[src/rtl/rvv_commit_ctrl_if.sv]
// Bundle of every non-clock signal between the scalar core, rvv_commit_ctrl and rvv_core.
// Signal suffixes are from the controller's point of view: the slave modport is the controller.
interface rvv_commit_ctrl_if #(
    parameter int IdWidth  = 3,
    parameter int CtxWidth = 16,
    parameter int XLen     = 64
);
    // scalar issue
    logic                up_valid_i;
    logic                up_ready_o;
    logic [31:0]         up_insn_i;
    logic [IdWidth-1:0]  up_insn_id_i;
    logic [CtxWidth-1:0] up_ctx_i;
    logic                up_resolved_i;
    // rvv_core issue
    logic                vec_valid_o;
    logic                vec_ready_i;
    logic [31:0]         vec_insn_o;
    logic [IdWidth-1:0]  vec_insn_id_o;
    logic [CtxWidth-1:0] vec_ctx_o;
    // speculation control
    logic                resolve_i;
    logic [IdWidth-1:0]  resolve_id_i;
    logic                flush_i;
    logic                flush_o;
    logic                can_commit_o;
    logic [IdWidth-1:0]  can_commit_id_o;
    // rvv_core completion
    logic                done_i;
    logic [IdWidth-1:0]  done_id_i;
    logic                done_illegal_i;
    logic [XLen-1:0]     done_result_i;
    // in-order retire
    logic                retire_valid_o;
    logic                retire_ready_i;
    logic [IdWidth-1:0]  retire_id_o;
    logic                retire_illegal_o;
    logic [XLen-1:0]     retire_result_o;
    logic                err_o;

    modport slave (
        input  up_valid_i, up_insn_i, up_insn_id_i, up_ctx_i, up_resolved_i,
        output up_ready_o,
        output vec_valid_o, vec_insn_o, vec_insn_id_o, vec_ctx_o,
        input  vec_ready_i,
        input  resolve_i, resolve_id_i, flush_i,
        output flush_o, can_commit_o, can_commit_id_o,
        input  done_i, done_id_i, done_illegal_i, done_result_i,
        output retire_valid_o, retire_id_o, retire_illegal_o, retire_result_o,
        input  retire_ready_i,
        output err_o
    );

    modport master (
        output up_valid_i, up_insn_i, up_insn_id_i, up_ctx_i, up_resolved_i,
        input  up_ready_o,
        input  vec_valid_o, vec_insn_o, vec_insn_id_o, vec_ctx_o,
        output vec_ready_i,
        output resolve_i, resolve_id_i, flush_i,
        input  flush_o, can_commit_o, can_commit_id_o,
        output done_i, done_id_i, done_illegal_i, done_result_i,
        input  retire_valid_o, retire_id_o, retire_illegal_o, retire_result_o,
        output retire_ready_i,
        input  err_o
    );
endinterface

[src/rtl/rvv_commit_ctrl.sv]
// In-order outstanding table between the scalar core and rvv_core: forwards issue, drives
// program-order commit permission, handles flush, and reorders completions into in-order retires.
module rvv_commit_ctrl #(
    parameter int Depth    = 4,
    parameter int IdWidth  = 3,
    parameter int CtxWidth = 16,
    parameter int XLen     = 64
) (
    input logic              clk_i,
    input logic              rst_ni,
    rvv_commit_ctrl_if.slave bus
);
    localparam int PtrW = (Depth > 1) ? $clog2(Depth) : 1;
    localparam int CntW = PtrW + 1;
    localparam logic [CntW-1:0] DepthCnt = CntW'(Depth);

    typedef logic [PtrW-1:0] ptr_t;

    logic [Depth-1:0]   valid_q, resolved_q, committed_q, done_q, illegal_q;
    logic [IdWidth-1:0] id_q     [Depth];
    logic [XLen-1:0]    result_q [Depth];

    ptr_t               head_q, cmt_q, tail_q;
    logic [CntW-1:0]    count_q, count_d, surv_cnt;
    logic               can_commit_q;
    logic [IdWidth-1:0] can_commit_id_q;
    logic               retire_valid_q;
    logic               err_q;

    logic               full, issue_ok, alloc, commit_fire, retire_fire, head_ready;
    logic [Depth-1:0]   res_match, done_match;
    logic               res_err, done_err;

    // Issue is a pure pass-through; the table only gates it when full or flushing.
    assign full     = (count_q == DepthCnt);
    assign issue_ok = ~full & ~bus.flush_i;

    assign bus.vec_valid_o   = bus.up_valid_i & issue_ok;
    assign bus.up_ready_o    = bus.vec_ready_i & issue_ok;
    assign bus.vec_insn_o    = bus.up_insn_i;
    assign bus.vec_insn_id_o = bus.up_insn_id_i;
    assign bus.vec_ctx_o     = bus.up_ctx_i;
    assign bus.flush_o       = bus.flush_i;

    assign alloc       = bus.up_valid_i & bus.up_ready_o;
    assign retire_fire = retire_valid_q & bus.retire_ready_i;
    assign head_ready  = valid_q[head_q] & done_q[head_q] & committed_q[head_q];

    // The cmt entry is the oldest speculative-range entry, so a flush squashes it instead.
    assign commit_fire = valid_q[cmt_q] & resolved_q[cmt_q] & ~committed_q[cmt_q]
                       & ~bus.flush_i;

    always_comb begin
        res_match  = '0;
        done_match = '0;
        for (int i = 0; i < Depth; i++) begin
            res_match[i]  = valid_q[i] & ~committed_q[i] & (id_q[i] == bus.resolve_id_i);
            done_match[i] = valid_q[i] & (id_q[i] == bus.done_id_i)
                          & (committed_q[i] | ~bus.flush_i);
        end
    end

    assign res_err  = bus.resolve_i & ~bus.flush_i & ~(|res_match);
    assign done_err = bus.done_i & ~(|done_match);

    // cmt == head with a committed head means every slot holds a committed entry.
    always_comb begin
        surv_cnt = {1'b0, ptr_t'(cmt_q - head_q)};
        if ((cmt_q == head_q) && valid_q[head_q] && committed_q[head_q]) begin
            surv_cnt = DepthCnt;
        end
    end

    always_comb begin
        count_d = count_q + CntW'(alloc) - CntW'(retire_fire);
        if (bus.flush_i) begin
            count_d = surv_cnt - CntW'(retire_fire);
        end
    end

    always_ff @(posedge clk_i or negedge rst_ni) begin
        if (!rst_ni) begin
            valid_q         <= '0;
            resolved_q      <= '0;
            committed_q     <= '0;
            done_q          <= '0;
            illegal_q       <= '0;
            for (int i = 0; i < Depth; i++) begin
                id_q[i]     <= '0;
                result_q[i] <= '0;
            end
            head_q          <= '0;
            cmt_q           <= '0;
            tail_q          <= '0;
            count_q         <= '0;
            can_commit_q    <= 1'b0;
            can_commit_id_q <= '0;
            retire_valid_q  <= 1'b0;
            err_q           <= 1'b0;
        end else begin
            for (int i = 0; i < Depth; i++) begin
                if (bus.flush_i && valid_q[i] && !committed_q[i]) begin
                    valid_q[i] <= 1'b0;
                end
                if (bus.resolve_i && !bus.flush_i && res_match[i]) begin
                    resolved_q[i] <= 1'b1;
                end
                if (bus.done_i && done_match[i]) begin
                    done_q[i]    <= 1'b1;
                    illegal_q[i] <= bus.done_illegal_i;
                    result_q[i]  <= bus.done_result_i;
                end
            end

            if (commit_fire) begin
                committed_q[cmt_q] <= 1'b1;
                cmt_q              <= cmt_q + ptr_t'(1);
                can_commit_id_q    <= id_q[cmt_q];
            end
            can_commit_q <= commit_fire;

            if (retire_fire) begin
                valid_q[head_q] <= 1'b0;
                head_q          <= head_q + ptr_t'(1);
            end
            // A fresh head needs one cycle to be evaluated, so accept forces a bubble.
            retire_valid_q <= retire_fire ? 1'b0 : head_ready;

            // Allocation never coincides with a flush, so tail has a single writer per cycle.
            if (bus.flush_i) begin
                tail_q <= cmt_q;
            end else if (alloc) begin
                valid_q[tail_q]     <= 1'b1;
                id_q[tail_q]        <= bus.up_insn_id_i;
                resolved_q[tail_q]  <= bus.up_resolved_i;
                committed_q[tail_q] <= 1'b0;
                done_q[tail_q]      <= 1'b0;
                illegal_q[tail_q]   <= 1'b0;
                tail_q              <= tail_q + ptr_t'(1);
            end
            count_q <= count_d;

            if (res_err || done_err) begin
                err_q <= 1'b1;
            end
        end
    end

    assign bus.can_commit_o     = can_commit_q;
    assign bus.can_commit_id_o  = can_commit_id_q;
    assign bus.retire_valid_o   = retire_valid_q;
    assign bus.retire_id_o      = id_q[head_q];
    assign bus.retire_illegal_o = illegal_q[head_q];
    assign bus.retire_result_o  = result_q[head_q];
    assign bus.err_o            = err_q;

endmodule

[src/flat_wrapper.sv]
// flat-port wrapper written by rule: the top's interface ports become plain ports
module rvv_commit_ctrl_flat 
#(
    parameter int Depth    = 4,
    parameter int IdWidth  = 3,
    parameter int CtxWidth = 16,
    parameter int XLen     = 64
)
  (clk_i, rst_ni, bus_up_valid_i, bus_up_insn_i, bus_up_insn_id_i, bus_up_ctx_i, bus_up_resolved_i, bus_up_ready_o, bus_vec_valid_o, bus_vec_insn_o, bus_vec_insn_id_o, bus_vec_ctx_o, bus_vec_ready_i, bus_resolve_i, bus_resolve_id_i, bus_flush_i, bus_flush_o, bus_can_commit_o, bus_can_commit_id_o, bus_done_i, bus_done_id_i, bus_done_illegal_i, bus_done_result_i, bus_retire_valid_o, bus_retire_id_o, bus_retire_illegal_o, bus_retire_result_o, bus_retire_ready_i, bus_err_o);
  rvv_commit_ctrl_if #(.IdWidth(IdWidth), .CtxWidth(CtxWidth), .XLen(XLen)) bus_i ();
  input logic clk_i;
  input logic rst_ni;
  input wire logic [$bits(bus_i.up_valid_i)-1:0] bus_up_valid_i;
  input wire logic [$bits(bus_i.up_insn_i)-1:0] bus_up_insn_i;
  input wire logic [$bits(bus_i.up_insn_id_i)-1:0] bus_up_insn_id_i;
  input wire logic [$bits(bus_i.up_ctx_i)-1:0] bus_up_ctx_i;
  input wire logic [$bits(bus_i.up_resolved_i)-1:0] bus_up_resolved_i;
  output wire logic [$bits(bus_i.up_ready_o)-1:0] bus_up_ready_o;
  output wire logic [$bits(bus_i.vec_valid_o)-1:0] bus_vec_valid_o;
  output wire logic [$bits(bus_i.vec_insn_o)-1:0] bus_vec_insn_o;
  output wire logic [$bits(bus_i.vec_insn_id_o)-1:0] bus_vec_insn_id_o;
  output wire logic [$bits(bus_i.vec_ctx_o)-1:0] bus_vec_ctx_o;
  input wire logic [$bits(bus_i.vec_ready_i)-1:0] bus_vec_ready_i;
  input wire logic [$bits(bus_i.resolve_i)-1:0] bus_resolve_i;
  input wire logic [$bits(bus_i.resolve_id_i)-1:0] bus_resolve_id_i;
  input wire logic [$bits(bus_i.flush_i)-1:0] bus_flush_i;
  output wire logic [$bits(bus_i.flush_o)-1:0] bus_flush_o;
  output wire logic [$bits(bus_i.can_commit_o)-1:0] bus_can_commit_o;
  output wire logic [$bits(bus_i.can_commit_id_o)-1:0] bus_can_commit_id_o;
  input wire logic [$bits(bus_i.done_i)-1:0] bus_done_i;
  input wire logic [$bits(bus_i.done_id_i)-1:0] bus_done_id_i;
  input wire logic [$bits(bus_i.done_illegal_i)-1:0] bus_done_illegal_i;
  input wire logic [$bits(bus_i.done_result_i)-1:0] bus_done_result_i;
  output wire logic [$bits(bus_i.retire_valid_o)-1:0] bus_retire_valid_o;
  output wire logic [$bits(bus_i.retire_id_o)-1:0] bus_retire_id_o;
  output wire logic [$bits(bus_i.retire_illegal_o)-1:0] bus_retire_illegal_o;
  output wire logic [$bits(bus_i.retire_result_o)-1:0] bus_retire_result_o;
  input wire logic [$bits(bus_i.retire_ready_i)-1:0] bus_retire_ready_i;
  output wire logic [$bits(bus_i.err_o)-1:0] bus_err_o;
  assign bus_i.up_valid_i = bus_up_valid_i;
  assign bus_i.up_insn_i = bus_up_insn_i;
  assign bus_i.up_insn_id_i = bus_up_insn_id_i;
  assign bus_i.up_ctx_i = bus_up_ctx_i;
  assign bus_i.up_resolved_i = bus_up_resolved_i;
  assign bus_up_ready_o = bus_i.up_ready_o;
  assign bus_vec_valid_o = bus_i.vec_valid_o;
  assign bus_vec_insn_o = bus_i.vec_insn_o;
  assign bus_vec_insn_id_o = bus_i.vec_insn_id_o;
  assign bus_vec_ctx_o = bus_i.vec_ctx_o;
  assign bus_i.vec_ready_i = bus_vec_ready_i;
  assign bus_i.resolve_i = bus_resolve_i;
  assign bus_i.resolve_id_i = bus_resolve_id_i;
  assign bus_i.flush_i = bus_flush_i;
  assign bus_flush_o = bus_i.flush_o;
  assign bus_can_commit_o = bus_i.can_commit_o;
  assign bus_can_commit_id_o = bus_i.can_commit_id_o;
  assign bus_i.done_i = bus_done_i;
  assign bus_i.done_id_i = bus_done_id_i;
  assign bus_i.done_illegal_i = bus_done_illegal_i;
  assign bus_i.done_result_i = bus_done_result_i;
  assign bus_retire_valid_o = bus_i.retire_valid_o;
  assign bus_retire_id_o = bus_i.retire_id_o;
  assign bus_retire_illegal_o = bus_i.retire_illegal_o;
  assign bus_retire_result_o = bus_i.retire_result_o;
  assign bus_i.retire_ready_i = bus_retire_ready_i;
  assign bus_err_o = bus_i.err_o;
  rvv_commit_ctrl #(.Depth(Depth), .IdWidth(IdWidth), .CtxWidth(CtxWidth), .XLen(XLen)) u_core (.clk_i(clk_i), .rst_ni(rst_ni), .bus(bus_i));
endmodule
[config.mk]
export PLATFORM = sky130hd
export DESIGN_NAME = rvv_commit_ctrl_flat
export DESIGN_NICKNAME = d
export VERILOG_FILES = /design/src/rtl/rvv_commit_ctrl_if.sv /design/src/rtl/rvv_commit_ctrl.sv /design/src/flat_wrapper.sv
export SDC_FILE = /design/constraint.sdc
export NUM_CORES = 1
export LEC_CHECK = 0
export ABC_AREA = 1
export CORE_MARGIN = 2
export CORE_UTILIZATION = 50
export CTS_CLUSTER_DIAMETER = 40
export DETAILED_ROUTE_END_ITERATION = 7
export HOLD_SLACK_MARGIN = 0.12
export PLACE_DENSITY_LB_ADDON = 0.08
export SYNTH_ARGS = -nofsm -noshare
export SYNTH_HDL_FRONTEND = slang
export SYNTH_SLANG_ARGS = --single-unit
[constraint.sdc]
create_clock -name clk_i -period 3.8 [get_ports clk_i]
set_input_delay 1.14 -clock clk_i [delete_from_list [all_inputs] [get_ports clk_i]]
set_output_delay 1.14 -clock clk_i [all_outputs]
set_load 0.02 [all_outputs]
==> metrics <==
starting density of the core 50.9%; Mapped Area 0.0147 mm2; CTS Buf Count 45; antenna-violating nets left 0; Placer Congestion 0.853; mean routed wirelength per cell 16.3 um; P per Cell Area 949 mW/mm2; # fillers 2,567; Final Hold Viols 0; Main synth FF type dfrtp_1; area grow syn2layout 21.0%; worst-margin pin slew 0.684 ns; initial antenna violation count 1; Max-cap violations 0; first-pass GRT wire length 59,800 um; Die Y 175 um; CP Max Fanout 109; Ys Warns 0; Core ar. 0.0288 mm2; Vias/cell 5.27; routed via count 11,800; CTS tree yes; worst r2r src u_core.cmt_q[0]$_DFFE_PN0N_; Clock Pin Slew Worst Setup and Hold Paths 0.05 ns; sequential share of the synthesized area 51.7%; DRC Markers 0; WL final 36,400 um; cells after synthesis 1,732; die width 175 um; commonest non-fill, non-tap cells in the layout 380 x nand2_1, 333 x o21ai_0, 301 x dfrtp_1; FP Rows 62; clk buf depth 3; Die ar. 0.0307 mm2; Final Max Tran Viols 0; Avg Inst Size Synth 8.47 um2; CTS Sinks 303; Worst EP required 2.66 ns; FFs w/ async S/R, synth 100%; Worst Setup SP u_core.head_q[0]$_DFFE_PN0P_; min cycle time layout 3.71 ns; fmax 0.269 GHz; Post-CTS Setup Bufs 0; unrepaired setup endpoints after global routing yes; commonest non-fill, non-tap cell in the layout nand2_1; final hold slack 0.470 ns; First DRT Iteration DRCs 868; Yosys reg bits 303; I/O Pins 259; Leak Pwr 8.35 nW; GR Util All Layers 24.0%; hold buffer count at CTS 0; Setup-failing EPs final 0; nets@finish 1,960; critical path startpoint category flop; Worst slew margin 54.4%; CP endpoint kind output port; worst min path class reg2reg; critical path class reg2out; layout cells sized above 1 9.05%; status completed; htree depth 2; crit share post-route 97.7%; Mapped Nets 1,881; EDFF count, synth 0; final clock skew 0.0238 ns; total power 0.0168 W; Worst Hold Launch u_core.bus.can_commit_id_o[0]$_DFFE_PN0N_; synth unique cells 35; fin util 61.7%; I/O Buffers 162; CP arrival 2.57 ns; vias in the first global route 11,500; hpwl dp 22,100 um; GRT Residual Overflow 0; clk_lat worst skew 0.53 ns; largest net degree at the start of global routing 110; CTS Root Cell clkbuf_16; Max VDD drop 580 uV; DRT Pass-1 Iters 5
==> through the flow <==
step	setup TNS, ns	setup slack [ns]	std cells	instance area [um2]
floorplan	0	1.07	1732	14700
global placement	0	0.180	2148	16100
detailed placement	0	0.172	2148	16100
CTS	0	0.0150	2229	17700
global route	-0.00533	-0.00533	2229	17700
finish	0	0.0880	2230	17700
==> repair_timing <==
item / CTS / global route
setup endpoints to repair: 8 / 8
pin swaps: 0 / 0
gates resized for setup: 1 / 4
==> path summary, 6_finish.rpt <==
| path | to | slack [ns] | depth (start not counted) |
|---|---|---|---|
| max | bus_retire_result_o[28] | 0.09 | 5 |
| min | u_core.bus.can_commit_id_o[0]$_DFFE_PN0N_ | 0.47 | 2 |
| max reg2reg | u_core.count_q[2]$_DFF_PN0_ | 1.41 | 10 |
| min reg2reg | u_core.bus.can_commit_id_o[0]$_DFFE_PN0N_ | 0.47 | 2 |
| max in group asynchronous | u_core.result_q[23]$_DFFE_PN0P_ | 2.33 | 2 |
| min in group asynchronous | u_core.result_q[56]$_DFFE_PN0P_ | 0.62 | 1 |
==> registers in the layout (all words and copies together), names as in the netlist, 3 cells and up <==
register / cells
u_core.bus.can_commit_id_o: 3
u_core.resolved_q: 4
u_core.committed_q: 4
u_core.result_q: 256
u_core.done_q: 4
u_core.valid_q: 4
u_core.count_q: 3
u_core.id_q: 12
u_core.illegal_q: 4
==> metal layers <==
layer | vias up | track usage, % | share of wire [%]
met5 | - | 0 | 0
met4 | 0 | 7.19 | 2.2
met3 | 72 | 4.85 | 6.2
met2 | 305 | 39.1 | 47
met1 | 5590 | 32.6 | 45
li1 | 5789 | - | -
==> critical path: stages (launching register included) <==
cell and delay (ns):
dfrtp_4 0.51, inv_4 0.09, buf_16 0.37, o21ai_0 0.15, o22ai_1 0.24, clkdlybuf4s50_1 0.66
==> report_power, final <==
group	internal [W]	leakage [nW]	switching, W
registers	0.00469	3.92	0.000849
logic	0.00288	3.63	0.00399
clock network	0.00293	0.794	0.00149
total	0.0105	8.35	0.00633
==> cell families after synthesis <==
| group | share of synthesized area (%) |
|---|---|
| AO/OA/AOI/OAI | 19.2 |
| XOR/XNOR | 0.538 |
| adder cells (fa/ha/maj) | 1.59 |
| buffers and inverters | 10.8 |
| flip-flops | 51.7 |
| AND/OR/NAND/NOR | 16.2 |
==> area by class of cell <==
type | count | area [um2] | share of cell area, %
Multi-Input combinational cell | 1142 | 5510 | 31.1
Clock inverter | 21 | 343 | 1.93
Tap cell | 384 | 480 | 2.71
Sequential cell | 303 | 7590 | 42.8
Clock buffer | 60 | 1290 | 7.29
Inverter | 128 | 483 | 2.72
Antenna cell | 1 | 2.50 | 0.0141
Timing Repair Buffer | 191 | 2040 | 11.5
==> Yosys cell counts, types with 2 or more instances <==
cell type | count | area [um2]
ha_1 | 17 | 213
a21oi_1 | 31 | 155
nor2_4 | 2 | 22.5
clkinv_1 | 2 | 7.51
o22ai_1 | 64 | 400
or2_2 | 2 | 12.5
clkbuf_1 | 52 | 195
buf_6 | 37 | 417
inv_1 | 121 | 454
dfrtp_1 | 303 | 7580
o21ai_0 | 333 | 1670
nand4_1 | 7 | 43.8
nand2_1 | 380 | 1430
nor2_1 | 166 | 623
buf_2 | 12 | 60.1
nor2_2 | 9 | 56.3
o21ai_1 | 53 | 265
xor2_1 | 8 | 70.1
buf_4 | 57 | 428
o21ai_2 | 34 | 298
nand3_2 | 2 | 20.0
nand3_1 | 23 | 115
inv_2 | 5 | 18.8
Note: power is estimated with default switching activity, not from simulation.
